[config.mk]
export PLATFORM = sky130hd
export DESIGN_NAME = uart_rx
export DESIGN_NICKNAME = d
export VERILOG_FILES = /design/src/rtl/uart_rx.sv
export SDC_FILE = /design/constraint.sdc
export NUM_CORES = 1
export LEC_CHECK = 0
export CORE_MARGIN = 5
export CORE_UTILIZATION = 23
export CTS_BUF_LIST = sky130_fd_sc_hd__clkbuf_4 sky130_fd_sc_hd__clkbuf_8 sky130_fd_sc_hd__clkbuf_16
export DETAILED_ROUTE_END_ITERATION = 12
export SYNTH_ARGS = -nofsm -noshare
export SYNTH_HDL_FRONTEND = slang
export SYNTH_SLANG_ARGS = --single-unit
[constraint.sdc]
create_clock -name clk -period 7.6 [get_ports clk]
set_clock_uncertainty 0.1 [all_clocks]
set_input_delay 1.52 -clock clk [delete_from_list [all_inputs] [get_ports clk]]
set_output_delay 1.52 -clock clk [all_outputs]
set_load 0.03 [all_outputs]
[src/rtl/uart_rx.sv]
// uart_rx: asynchronous serial receiver with a small output FIFO.
// Mid-bit sampling with a down-counting bit timer, LSB-first payload,
// frame-error / break / overrun pulses.
//
// state     | meaning
// ----------+-----------------------------------------------------------
// IDLE      | line idle, watching for a synchronized 1->0 transition
// START     | waiting half a bit, then confirming the start bit is low
// DATA      | sampling PAYLOAD_BITS data bits at their midpoints
// STOP      | sampling the stop bit; good word is pushed to the FIFO
// WAIT_IDLE | bad stop seen; ignore the line until it returns high
module uart_rx #(
  parameter int CLK_HZ       = 25200000,
  parameter int BIT_RATE     = 115200,
  parameter int PAYLOAD_BITS = 8,
  parameter int FIFO_DEPTH   = 4
) (
  input  logic                          clk,
  input  logic                          resetn,
  input  logic                          uart_rxd,
  output logic [PAYLOAD_BITS-1:0]       uart_rx_data,
  output logic                          uart_rx_valid,
  input  logic                          uart_rx_ready,
  output logic [$clog2(FIFO_DEPTH):0]   uart_rx_count,
  output logic                          uart_rx_frame_err,
  output logic                          uart_rx_break,
  output logic                          uart_rx_overrun
);

  localparam int CYCLES_PER_BIT = CLK_HZ / BIT_RATE;
  localparam int HALF_BIT       = CYCLES_PER_BIT / 2;
  localparam int CNT_W          = $clog2(CYCLES_PER_BIT);
  localparam int IDX_W          = $clog2(PAYLOAD_BITS + 1);
  localparam int PTR_W          = $clog2(FIFO_DEPTH);
  localparam int CNTF_W         = PTR_W + 1;

  typedef enum logic [2:0] {IDLE, START, DATA, STOP, WAIT_IDLE} state_t;

  state_t                  state;
  logic                    rxd_s1, rxd_s2, rxd_prev;
  logic [CNT_W-1:0]        bit_cnt;
  logic [IDX_W-1:0]        bit_idx;
  logic [PAYLOAD_BITS-1:0] shift;

  logic [PAYLOAD_BITS-1:0] mem [FIFO_DEPTH];
  logic [PTR_W-1:0]        wr_ptr, rd_ptr;
  logic [CNTF_W-1:0]       count_next;
  logic                    push, pop, full, wr_en;

  // Two-flop synchronizer plus a delayed copy for falling-edge detection.
  always_ff @(posedge clk or negedge resetn) begin
    if (!resetn) begin
      rxd_s1   <= 1'b1;
      rxd_s2   <= 1'b1;
      rxd_prev <= 1'b1;
    end else begin
      rxd_s1   <= uart_rxd;
      rxd_s2   <= rxd_s1;
      rxd_prev <= rxd_s2;
    end
  end

  // Frame state machine; bit timer counts down to zero, sampling at terminal count.
  always_ff @(posedge clk or negedge resetn) begin
    if (!resetn) begin
      state             <= IDLE;
      bit_cnt           <= '0;
      bit_idx           <= '0;
      shift             <= '0;
      uart_rx_frame_err <= 1'b0;
      uart_rx_break     <= 1'b0;
    end else begin
      uart_rx_frame_err <= 1'b0;
      uart_rx_break     <= 1'b0;
      case (state)
        IDLE: begin
          if (rxd_prev && !rxd_s2) begin
            state   <= START;
            bit_cnt <= CNT_W'(HALF_BIT - 1);
          end
        end
        START: begin
          if (bit_cnt == '0) begin
            if (!rxd_s2) begin
              state   <= DATA;
              bit_cnt <= CNT_W'(CYCLES_PER_BIT - 1);
              bit_idx <= '0;
            end else begin
              state <= IDLE;
            end
          end else begin
            bit_cnt <= bit_cnt - 1'b1;
          end
        end
        DATA: begin
          if (bit_cnt == '0) begin
            shift   <= {rxd_s2, shift[PAYLOAD_BITS-1:1]};
            bit_cnt <= CNT_W'(CYCLES_PER_BIT - 1);
            if (bit_idx == IDX_W'(PAYLOAD_BITS - 1)) state <= STOP;
            else bit_idx <= bit_idx + 1'b1;
          end else begin
            bit_cnt <= bit_cnt - 1'b1;
          end
        end
        STOP: begin
          if (bit_cnt == '0) begin
            if (rxd_s2) begin
              state <= IDLE;
            end else begin
              uart_rx_frame_err <= 1'b1;
              uart_rx_break     <= (shift == '0);
              state             <= WAIT_IDLE;
            end
          end else begin
            bit_cnt <= bit_cnt - 1'b1;
          end
        end
        WAIT_IDLE: begin
          if (rxd_s2) state <= IDLE;
        end
        default: state <= IDLE;
      endcase
    end
  end

  // A good stop bit pushes the assembled word in the sampling cycle itself.
  assign push  = (state == STOP) && (bit_cnt == '0) && rxd_s2;
  assign pop   = uart_rx_valid && uart_rx_ready;
  assign full  = (uart_rx_count == CNTF_W'(FIFO_DEPTH));
  assign wr_en = push && (!full || pop);
  assign uart_rx_data = mem[rd_ptr];

  // Next occupancy from the accepted push/pop pair.
  always_comb begin
    count_next = uart_rx_count;
    case ({wr_en, pop})
      2'b10:   count_next = uart_rx_count + CNTF_W'(1);
      2'b01:   count_next = uart_rx_count - CNTF_W'(1);
      default: count_next = uart_rx_count;
    endcase
  end

  // FIFO storage, pointers, occupancy and overrun pulse.
  always_ff @(posedge clk or negedge resetn) begin
    if (!resetn) begin
      for (int i = 0; i < FIFO_DEPTH; i++) mem[i] <= '0;
      wr_ptr          <= '0;
      rd_ptr          <= '0;
      uart_rx_count   <= '0;
      uart_rx_valid   <= 1'b0;
      uart_rx_overrun <= 1'b0;
    end else begin
      if (wr_en) begin
        mem[wr_ptr] <= shift;
        wr_ptr      <= wr_ptr + 1'b1;
      end
      if (pop) rd_ptr <= rd_ptr + 1'b1;
      uart_rx_count   <= count_next;
      uart_rx_valid   <= (count_next != '0);
      uart_rx_overrun <= push && full && !pop;
    end
  end

endmodule

Yosys cells after proc, flatten, opt, wreduce, memory -nomap -nowiden --
Index checks and enable logic that the tools add are counted.
Word-level totals: flip-flop bits (word level) 69, logic and storage cells 102, output and inout bits 15
Operators by class: bitwise operators 2, reductions and logical operators 22, multiplexer cells 33, magnitude comparators 3, equal/unequal tests 18, add/subtract/negate cells 6
Operators by type and width (count):
- 8-bit two-way mux | 8
- 32-bit bitwise mux | 1
- 8-bit one-hot mux with 4 select lines | 1
- 3-bit two-way mux | 7
- 2-bit != test (second input constant) | 9
- 8-bit binary-select mux with 2-bit select | 1
- 8-bit demux with 2-bit select | 1
- 8-bit zero test | 2
- 4-bit two-way mux | 4
- 3-bit one-hot mux with 5 select lines | 1
- 1-bit logical AND | 8
- 4-bit one-hot mux with 2 select lines | 1
- 8-bit by 1-bit subtractor with 8-bit output (second input constant) | 1
- 3-bit by 2-bit == test with 1-bit output (second input constant) | 2
- 3-bit == test (second input constant) | 2
- 3-bit >= comparator (second input constant) | 2
- 1-bit two-way mux | 6
- 2-bit inverter with 3-bit output | 2
- 3-bit one-hot mux with 2 select lines | 1
- 6-bit AND reduction | 1
- 5-bit AND reduction | 1
- 2-bit by 1-bit adder with 2-bit output (second input constant) | 2
- 4-bit by 1-bit adder with 4-bit output (second input constant) | 1
- 4-bit by 3-bit == test with 1-bit output (second input constant) | 1
- other kinds (16) | 18

Depth between registers and ports, before layout --
Gate-level depths: netlist of the first run.
word-level depth 7, depth in mapped cells 13

Least setup slack after synthesis of the first run --
OpenSTA, ideal clock, no wires.
kind in2reg, from input port uart_rx_ready, to register uart_rx_valid, data arrival time 3.355 ns, stages on the path 8, path slack 4.014 ns, buffers on the path 0, cells stage by stage nand2_1 -> nand3_2 -> and2_1 -> inv_1 -> ha_1 -> fa_1 -> mux2_2 -> or3_1
On the way: longest elaborated chain between the ends 6
RTL lines:
- start: declaration | line 23 | input logic uart_rx_ready,
- 1-bit logical AND * | line 128 | assign pop = uart_rx_valid && uart_rx_ready;
- 1-bit logical OR | line 130 | assign wr_en = push && (!full || pop);
- 1-bit logical AND | line 130
- 2-bit by 1-bit == test with 1-bit output / 2-bit == test (equally long branches) | line 136 | case ({wr_en, pop})
- 3-bit one-hot mux with 2 select lines * | line 136
- named net count_next[1] | line 47 | logic [CNTF_W-1:0] count_next;
- 3-bit nonzero test * | line 159 | uart_rx_valid <= (count_next != '0);
- end signal: assignment | line 159
- end: declaration | line 22 | output logic uart_rx_valid,
The timed path passes the listed nets; every way through them passes the cells marked *. A chain may end at the register's enable or synchronous reset.

Worst setup path in the final report of the first run --
from register rd_ptr[0], to output port uart_rx_data[7]
On the way: longest elaborated chain between the ends 4
RTL lines:
- start: declaration | line 46 | logic [PTR_W-1:0] wr_ptr, rd_ptr;
- start signal: assignment | line 157 | if (pop) rd_ptr <= rd_ptr + 1'b1;
- 2-bit inverter with 3-bit output (not written as such) | line 131 | assign uart_rx_data = mem[rd_ptr];
- 8-bit binary-select mux with 2-bit select | line 131
- 8-bit two-way mux (not written as such) (2 in a row) | line 131
- end: declaration | line 21 | output logic [PAYLOAD_BITS-1:0] uart_rx_data,
No other way between the ends. The select of a mux whose other input is x is not followed.

==> results of run 1 <==
power by group:
part           internal, mW  switching, mW  leakage, nW
logic                 0.128          0.117        0.735
clock network         0.238          0.156        0.141
registers             0.415         0.0915        0.902
total                 0.781          0.364         1.78
state kept, by name (all words and copies together) (netlist names):
register           flops
rxd_prev               1
uart_rx_frame_err      1
uart_rx_break          1
bit_cnt                8
wr_ptr                 2
uart_rx_count          3
bit_idx                4
rxd_s2                 1
rd_ptr                 2
shift                  8
uart_rx_valid          1
rxd_s1                 1
uart_rx_overrun        1
mem                   32
state                  3
layer usage:
metal | wire, µm | up-vias | track usage (%)
met1 | 3000 | 1055 | 10.3
met5 | 0 | - | 0
li1 | - | 990 | -
met3 | 298 | 9 | 3.78
met4 | 77 | 0 | 2.23
met2 | 3260 | 33 | 12.7
cells by family after synthesis:
family | synth area share [%]
and+or+nand+nor | 13.5
adders and majority gates | 3.54
xor gates and xnor gates | 1.81
muxes | 21.4
DFF | 51.0
AOI/OAI and AO/OA | 6.68
buffers and inverters | 2.10
placed cells by master (no fill, tap or decap), types with 3 or more instances in the layout:
cell type | Yosys | layout
clkbuf_16 | 0 | 9
nand2_1 | 5 | 5
dfrtp_1 | 66 | 66
and3_1 | 3 | 3
o21ai_0 | 5 | 5
ha_1 | 8 | 8
clkdlybuf4s50_1 | 0 | 17
inv_1 | 11 | 11
nor2_1 | 7 | 7
nor3_1 | 6 | 6
o211a_1 | 3 | 3
mux2_4 | 7 | 7
xnor2_1 | 6 | 6
mux2_2 | 38 | 38
dfstp_2 | 3 | 3
nor4_1 | 3 | 3
nand3_1 | 5 | 5
o211ai_1 | 5 | 5
mux4_2 | 8 | 8
and2_1 | 3 | 3
a21oi_1 | 6 | 6
a31oi_1 | 3 | 3
nand3_4 | 4 | 4
how the worst max path moves through the flow:
stage | endpoint | cells after the start
finish | uart_rx_data[7] | 2
floorplan | uart_rx_valid | 8
detailed placement | uart_rx_valid | 9
global placement | uart_rx_valid | 9
CTS | uart_rx_data[1] | 2
global route | uart_rx_data[1] | 2
final cells by class:
cell class,instances,area share (%)
sequential,69,42.6
multi-input combinational,165,39.1
clock buffer,11,6.22
tap,184,5.67
timing repair buffer,19,4.50
inverter,11,1.02
clock inverter,5,0.862
worst reg2reg max path, delay by kind of cell (launching register included):
kind	cells	cell delay, ps
and+or+nand+nor	4	1540
muxes	1	280
adders and majority gates	3	830
DFF	1	410
buffers and inverters	2	160
==> key figures, run 1 <==
Synth
  • Post-synth EDFFs: 0
  • FF+latch count, synth: 69
  • Cells after Synth: 251
  • Synth top area cells: dfrtp_1 (49%), mux2_2 (13%), mux4_2 (5.3%)
  • Distinct cells, synth: 53
  • Top-count cell post-synth: dfrtp_1
  • Cell taking the most area after synthesis: dfrtp_1
  • Post-synth ARST share: 100%
  • Post-synthesis sequential area ratio: 51.0%
  • Syn Area/Cell: between 10 and 15 µm²
  • Syn. warnings: 0
  • Top cells by count, synth: dfrtp_1 (66), mux2_2 (38), inv_1 (11)
  • Syn Nets: ~260
  • Synth Cell Area: around 3400 µm²
  • Primary FF master, synth: dfrtp_1
  • Top cell type's share of synthesized area: a little under 50%

Min path
  • Hold Crit Depth: 0
  • Min-delay worst type: reg2reg
  • Hold_sp: rxd_s1
  • WHS Endpoint: rxd_s2

Worst setup path
  • FF-to-FF Start: bit_cnt[0]
  • Reg2reg setup slack: 4170 ps
  • Worst Path Arrival: 2330 ps
  • Critical Path Source: rd_ptr[0]
  • Largest stage delay, worst path: about 760 ps
  • Worst r2r path cells: 10
  • WP data required: about 6000 ps
  • Nature of the critical path endpoint: output port
  • Critical path, cell by cell: mux4_2 > clkdlybuf4s50_1
  • CP delay by family, top: flip-flops
  • Worst r2r dst: uart_rx_valid
  • Crit path buf inv count: 1
  • Critical-path top delay cell: dfrtp_1
  • Crit Path Class: reg2out
  • Worst Path Max Fanout: 10
  • Worst Setup Start Kind: flop

Timing
  • Worst slew margin: approximately 42%
  • Final Worst Setup Slack: between 3000 and 4000 ps
  • RSZ-0062 raised after global routing: no
  • Final setup violation count: 0
  • Period minus WS final: 3950 ps
  • Period Utilization, post-route: about half
  • Slew Viols, Final: 0
  • Setup TNS: 0 ps
  • Fmax: 0.253 GHz
  • Worst Tran Pin Value: between 800 and 900 ps
  • Final hold violations: 0
  • WHS: 257 ps

CTS
  • # hold bufs at CTS: 0
  • CTS root buffer: clkbuf_16
  • Clk sinks: a little under 70
  • Clock Path Buffers: 2
  • Clock-pin slew on the worst setup and hold paths: 60 ps
  • Clk Latency, worst-skew pair: roughly 330 ps
  • Post-CTS setup buffers: 0
  • Max H-tree Level: 3
  • TritonCTS Buffers: 9
  • TritonCTS clock tree: built
  • Cts repair resizes: 0

Placed design
  • Post-DP Area: 3770 µm²
  • Placed cells: 448
  • IO buf count: 18
  • Post-Place Setup Slack: ~3400 ps
  • DP Wirelength: about 4.5 mm
  • Placer Congestion: 0.762

Layout
  • Final net count: 288
  • Antenna Cells: 0
  • Fillers: ~1.5k
  • Final Util: 28.1%
  • Reg area: approximately 1700 µm²
  • Area of the multi-input gates: about 1600 µm²
  • Post-route cell area: 4060 µm²
  • Share of cells above drive strength 1: between 30% and 40%
  • Final cell count without fillers: roughly 460
  • Synth-to-layout area growth: 19.8%

Floorplan
  • Die area: 17300 µm²
  • Initial Utilization: 23.4%
  • Core ar.: roughly 14000 µm²
  • Rows: between 40 and 50
  • Boundary Pins: 19
  • Die Ht: 131 µm
  • Die W: ~130 µm

Power and ir drop
  • Leak: between 1.5 and 2 nW
  • Pwr Total: approximately 1.1 mW
  • Peak VDD IR: roughly 110 µV
  • Power per standard cell area: 282 nW/µm²

Global routing
  • Vias in the first global route: roughly 2.2k
  • Initial antenna violation count: 0
  • First-pass GRT wire length: 11.5 mm
  • Largest net degree at the start of global routing: 70
  • Gr usage total: under 10%
  • GRT overflow: 0

Flow run
  • Max-cap violation count: 0

Detailed routing
  • DRT iter0 DRCs: approximately 140
  • First-pass detailed-route iteration total: 4
  • DRC: 0
  • Detailed-route vias per instance: approximately 4.5
  • Post-route ant nets: 0
  • WL/cell: about 14 µm
  • Via Count: roughly 2.1k
  • Routed WL: roughly 6.6 mm

Run status
  • Outcome: completed
(Power assumes the default switching activity.)
==> run 2, diff against run 1 <==
==> constraint.sdc (replaced) <==
create_clock -name clk -period 3.8 [get_ports clk]
set_clock_uncertainty 0.1 [all_clocks]
set_input_delay 0.76 -clock clk [delete_from_list [all_inputs] [get_ports clk]]
set_output_delay 0.76 -clock clk [all_outputs]
set_load 0.03 [all_outputs]
==> key figures, run 2 (synthesis results as in run 1) <==
Worst setup path
  • Largest stage delay, worst path: approximately 750 ps
  • Worst r2r dst: uart_rx_valid
  • CP Capture Point: uart_rx_data[2]
  • Critical path, cell by cell: mux4_2 > clkdlybuf4s50_1
  • Critical Path Source: rd_ptr[0]
  • WP data required: 2940 ps
  • Total stage count of the critical path: 2
  • Critical-path top delay cell: dfrtp_1
  • FF-to-FF Start: bit_cnt[0]
  • Crit path buf inv count: 1
  • Worst r2r path cells: 12
  • Crit Path Class: reg2out
  • Reg2reg setup slack: 740 ps
  • CP delay by family, top: flip-flops
  • Worst Setup Start Kind: flop
  • Worst Path Max Fanout: 10
  • Nature of the critical path endpoint: output port
  • Worst Path Arrival: about 2300 ps

CTS
  • Clk Latency, worst-skew pair: approximately 330 ps
  • # hold bufs at CTS: 0
  • Clock-pin slew on the worst setup and hold paths: about 50 ps
  • Cts repair resizes: 0
  • Clock Path Buffers: 2
  • CTS root buffer: clkbuf_16
  • TritonCTS clock tree: built
  • Max H-tree Level: 3
  • Post-CTS setup buffers: 0
  • TritonCTS Buffers: 9
  • Clk sinks: 69

Global routing
  • Largest net degree at the start of global routing: 70
  • Gr usage total: around 8%
  • First-pass GRT wire length: 11.2 mm
  • Vias in the first global route: approximately 2.2k
  • Initial antenna violation count: 0
  • GRT overflow: 0

Placed design
  • Placer Congestion: roughly 0.75
  • IO buf count: 18
  • DP Wirelength: roughly 4.4 mm

Power and ir drop
  • Switching Power: 0.717 mW
  • Flop pwr share: a little over two fifths
  • Internal: about 1.7 mW
  • Pwr Total: between 2 and 2.5 mW
  • Leak: 1.80 nW
  • Power per standard cell area: around 580 nW/µm²
  • Peak VDD IR: slightly above 200 µV
  • Sw Share: 29.8%
  • Comb pwr share: about a fifth
  • Clock share of power: 37.6%

Timing
  • Final setup violation count: 0
  • Final hold violations: 0
  • RSZ-0062 raised after global routing: no
  • Setup TNS: 0 ps
  • Worst slew margin: 41.0%
  • Worst Tran Pin Value: 885 ps
  • Period Utilization, post-route: between 80% and 90%
  • Slew Viols, Final: 0
  • Period minus WS final: approximately 3200 ps
  • Fmax: between 0.3 and 0.4 GHz

Floorplan
  • Die W: approximately 130 µm
  • Rows: 44
  • Die Ht: approximately 130 µm
  • Core ar.: 14500 µm²
  • Die area: approximately 17000 µm²
  • Boundary Pins: 19
  • Initial Utilization: 23.4%

Detailed routing
  • DRC: 0
  • First-pass detailed-route iteration total: 4
  • Routed WL: between 6 and 7 mm
  • Detailed-route vias per instance: between 4 and 5
  • Post-route ant nets: 0
  • WL/cell: 13.9 µm
  • Via Count: slightly above 2k
  • DRT iter0 DRCs: 96

Layout
  • Commonest non-fill, non-tap cell in the layout: dfrtp_1
  • Final net count: 290
  • Fillers: 1433
  • Number of flip-flops in the largest register: 32
  • Share of cells above drive strength 1: 31.9%
  • Regs by FF count: mem: 32 flops, bit_cnt: 8 flops, shift: 8 flops
  • Largest register by flop count: mem
  • Commonest cells after routing, fill and taps aside: dfrtp_1 (66), mux2_2 (38), clkdlybuf4s50_1 (17), inv_1 (11), clkbuf_16 (9)
  • Synth-to-layout area growth: 21.5%
  • Antenna Cells: 0

Min path
  • Min-delay worst type: reg2reg

Run status
  • Outcome: completed

Flow run
  • Max-cap violation count: 0
run 2: cell count changes in the layout (fill, tap and decap cells not counted), sizes merged:
cell	previous run	this run
clkinv	4	1
buf	2	4
bufinv	0	2
clkinvlp	1	2
run 2: routing by layer:
layer  share of wire [%]  routed length [µm]  global-route usage, %  up-vias
met4                0.97                  63                   2.40        0
met5                   0                   0                      0        -
li1                    -                   -                      -      991
met2                  47                3040                   12.2       33
met1                  49                3150                   10.4     1045
met3                 3.6                 231                   3.10        8
run 2: worst min path at each step:
| stage | startpoint | to | slack, ps | depth (start not counted) |
|---|---|---|---|---|
| floorplan | rxd_s1 | rxd_s2 | 250 | 0 |
| global placement | rxd_s1 | rxd_s2 | 250 | 0 |
| detailed placement | rxd_s1 | rxd_s2 | 250 | 0 |
| CTS | rxd_s1 | rxd_s2 | 260 | 0 |
| global route | rxd_s1 | rxd_s2 | 260 | 0 |
| finish | rxd_s1 | rxd_s2 | 260 | 0 |
run 2: power groups by stage:
stage | logic (mW) | clock network (mW) | registers (mW)
2_1_floorplan | 0.396 | 0 | 0.972
3_3_place_gp | 0.484 | 0 | 1.03
3_5_place_dp | 0.491 | 0 | 1.03
4_1_cts | 0.494 | 0.929 | 1.02
5_1_grt | 0.540 | 0.964 | 1.04
6_report | 0.487 | 0.903 | 1.01
run 2: cell type report:
class / count / area [µm²] / area share (%)
Clock buffer: 11 / 246 / 5.98
Clock inverter: 5 / 83.8 / 2.03
Inverter: 11 / 41.3 / 1.00
Multi-Input combinational cell: 165 / 1590 / 38.6
Sequential cell: 69 / 1730 / 42.0
Tap cell: 184 / 230 / 5.59
Timing Repair Buffer: 21 / 198 / 4.80
run 2: per-stage QoR:
| step | instance area [µm²] | setup slack, ps | utilization, % | instances | hold slack, ps |
|---|---|---|---|---|---|
| finish | 4120 | 644 | 28.5 | 466 | 256 |
| global route | 4120 | 494 | 28.5 | 466 | 260 |
| CTS | 4120 | 559 | 28.5 | 466 | 257 |
| detailed placement | 3790 | 643 | 26.2 | 450 | 249 |
| global placement | 3790 | 670 | 26.2 | 450 | 248 |
| floorplan | 3390 | 803 | - | 251 | 245 |
==> run 3, diff against run 2 <==
==> constraint.sdc (replaced) <==
create_clock -name clk -period 3.3 [get_ports clk]
set_clock_uncertainty 0.1 [all_clocks]
set_input_delay 0.66 -clock clk [delete_from_list [all_inputs] [get_ports clk]]
set_output_delay 0.66 -clock clk [all_outputs]
set_load 0.03 [all_outputs]
==> key figures, run 3 (synthesis results as in run 1) <==
Global routing
  • GRT overflow: 0
  • Gr usage total: under 10%
  • Met1 track demand over resource: 10.2%
  • Met2 usage: a little over an eighth
  • First-pass GRT wire length: 11.4 mm
  • Largest net degree at the start of global routing: 70
  • Vias in the first global route: 2209
  • Initial antenna violation count: 0
  • Met3 Track Usage GR: between 3 and 4%
  • GRT Max-Usage Layer: met2

Worst setup path
  • Crit Path Class: reg2reg
  • Critical path, cell by cell: inv_1 > ha_1 > nor3b_2 > and4_1 > and2_1 > inv_1 > ha_1 > fa_1 > mux2_2 > or3_1
  • Nature of the critical path endpoint: flop
  • Reg2reg setup slack: 450 ps
  • Worst Path Arrival: about 3000 ps
  • Largest stage delay, worst path: 430 ps
  • Worst r2r dst: uart_rx_valid
  • WP data required: 3410 ps
  • Critical Path Source: bit_cnt[0]
  • Worst r2r path cells: 10
  • Worst Path Max Fanout: 5
  • Critical-path top delay cell: fa_1
  • FF-to-FF Start: bit_cnt[0]
  • Worst Setup Start Kind: flop

Layout
  • Post-route cell area: between 4000 and 5000 µm²
  • Largest register by flop count: mem
  • Share of cells above drive strength 1: 33.3%
  • Regs by FF count: mem: 32 flops, bit_cnt: 8 flops, shift: 8 flops
  • Commonest non-fill, non-tap cell in the layout: dfrtp_1
  • Synth-to-layout area growth: 21.6%
  • Antenna Cells: 0
  • Number of flip-flops in the largest register: 32
  • Final cell count without fillers: roughly 470
  • Final Util: around 28%
  • Commonest cells after routing, fill and taps aside: dfrtp_1 (66), mux2_2 (38), clkdlybuf4s50_1 (17), inv_1 (11)
  • Final net count: 296

CTS
  • Clk sinks: between 60 and 70
  • Post-CTS setup buffers: 0
  • Clock Path Buffers: 2
  • Clk Latency, worst-skew pair: 330 ps
  • CTS root buffer: clkbuf_16
  • Cts repair resizes: 0
  • # hold bufs at CTS: 0
  • TritonCTS Buffers: 9
  • TritonCTS clock tree: built
  • Clock-pin slew on the worst setup and hold paths: roughly 60 ps
  • Max H-tree Level: 3

Timing
  • Final setup violation count: 0
  • WHS: between 200 and 300 ps
  • Worst Tran Pin Value: between 800 and 900 ps
  • Slew Viols, Final: 0
  • Period Utilization, post-route: around 87%
  • Worst slew margin: between 40% and 50%
  • Setup TNS: 0 ps
  • RSZ-0062 raised after global routing: no
  • Fmax: 0.350 GHz
  • Final hold violations: 0
  • Period minus WS final: 2850 ps
  • Final Worst Setup Slack: roughly 450 ps

Placed design
  • Placed cells: 456
  • Post-DP Area: approximately 3800 µm²
  • Post-Place Setup Slack: 246 ps
  • DP Wirelength: around 4.6 mm
  • IO buf count: 18
  • Placer Congestion: roughly 0.8

Power and ir drop
  • Peak VDD IR: around 250 µV
  • Power per standard cell area: ~650 nW/µm²
  • Leak: 1.82 nW
  • Pwr Total: around 2.7 mW

Floorplan
  • Boundary Pins: 19
  • Initial Utilization: 23.4%
  • Core ar.: between 10000 and 15000 µm²
  • Die area: approximately 17000 µm²
  • Rows: 44
  • Die Ht: about 130 µm
  • Die W: about 130 µm

Detailed routing
  • First-pass detailed-route iteration total: 4
  • Post-route ant nets: 0
  • DRC: 0
  • DRT iter0 DRCs: between 100 and 150
  • WL/cell: around 14 µm
  • Routed WL: 6.63 mm
  • Via Count: between 2k and 2.5k
  • Detailed-route vias per instance: 4.52

Min path
  • Hold Crit Depth: 0
  • Hold_sp: rxd_s1
  • WHS Endpoint: rxd_s2
  • Min-delay worst type: reg2reg

Flow run
  • Max-cap violation count: 0

Run status
  • Outcome: completed
-- run 3: cell types whose count changed in the layout (fill, tap and decap cells not counted), sizes merged --
cell      change
buf           +6
inv           +4
bufinv        -2
clkbuf        -2
clkinv        +1
clkinvlp      -1
-- run 3: area by class of cell --
class,count,area (µm²)
multi-input combinational,165,1590
sequential,69,1730
inverter,11,41.3
tap,184,230
fill,1470,10400
clock inverter,7,65.1
clock buffer,9,225
timing repair buffer,27,243
-- run 3: where the power goes --
part / internal, mW / switching (mW) / total [mW]
Combinational: 0.318 / 0.332 / 0.650
Clock: 0.526 / 0.396 / 0.922
Sequential: 0.956 / 0.156 / 1.11
Total: 1.80 / 0.883 / 2.68
-- run 3: critical path: cells and delay by family, from the launching register on --
family | cells | cell delay (ps)
mux | 1 | 280
simple gates | 4 | 980
buf+inv | 2 | 170
fa+ha+maj | 3 | 800
flops | 1 | 410
-- run 3: routing by layer --
metal,part of all wire [%],up-vias
met1,46,1085
met3,3.9,5
li1,-,1009
met2,50,35
met4,0.50,0
met5,0,-
-- run 3: worst max path at each step --
stage                      end
2_1_floorplan    uart_rx_valid
3_3_place_gp     uart_rx_valid
3_5_place_dp     uart_rx_valid
4_1_cts        uart_rx_data[1]
5_1_grt          uart_rx_valid
6_report         uart_rx_valid
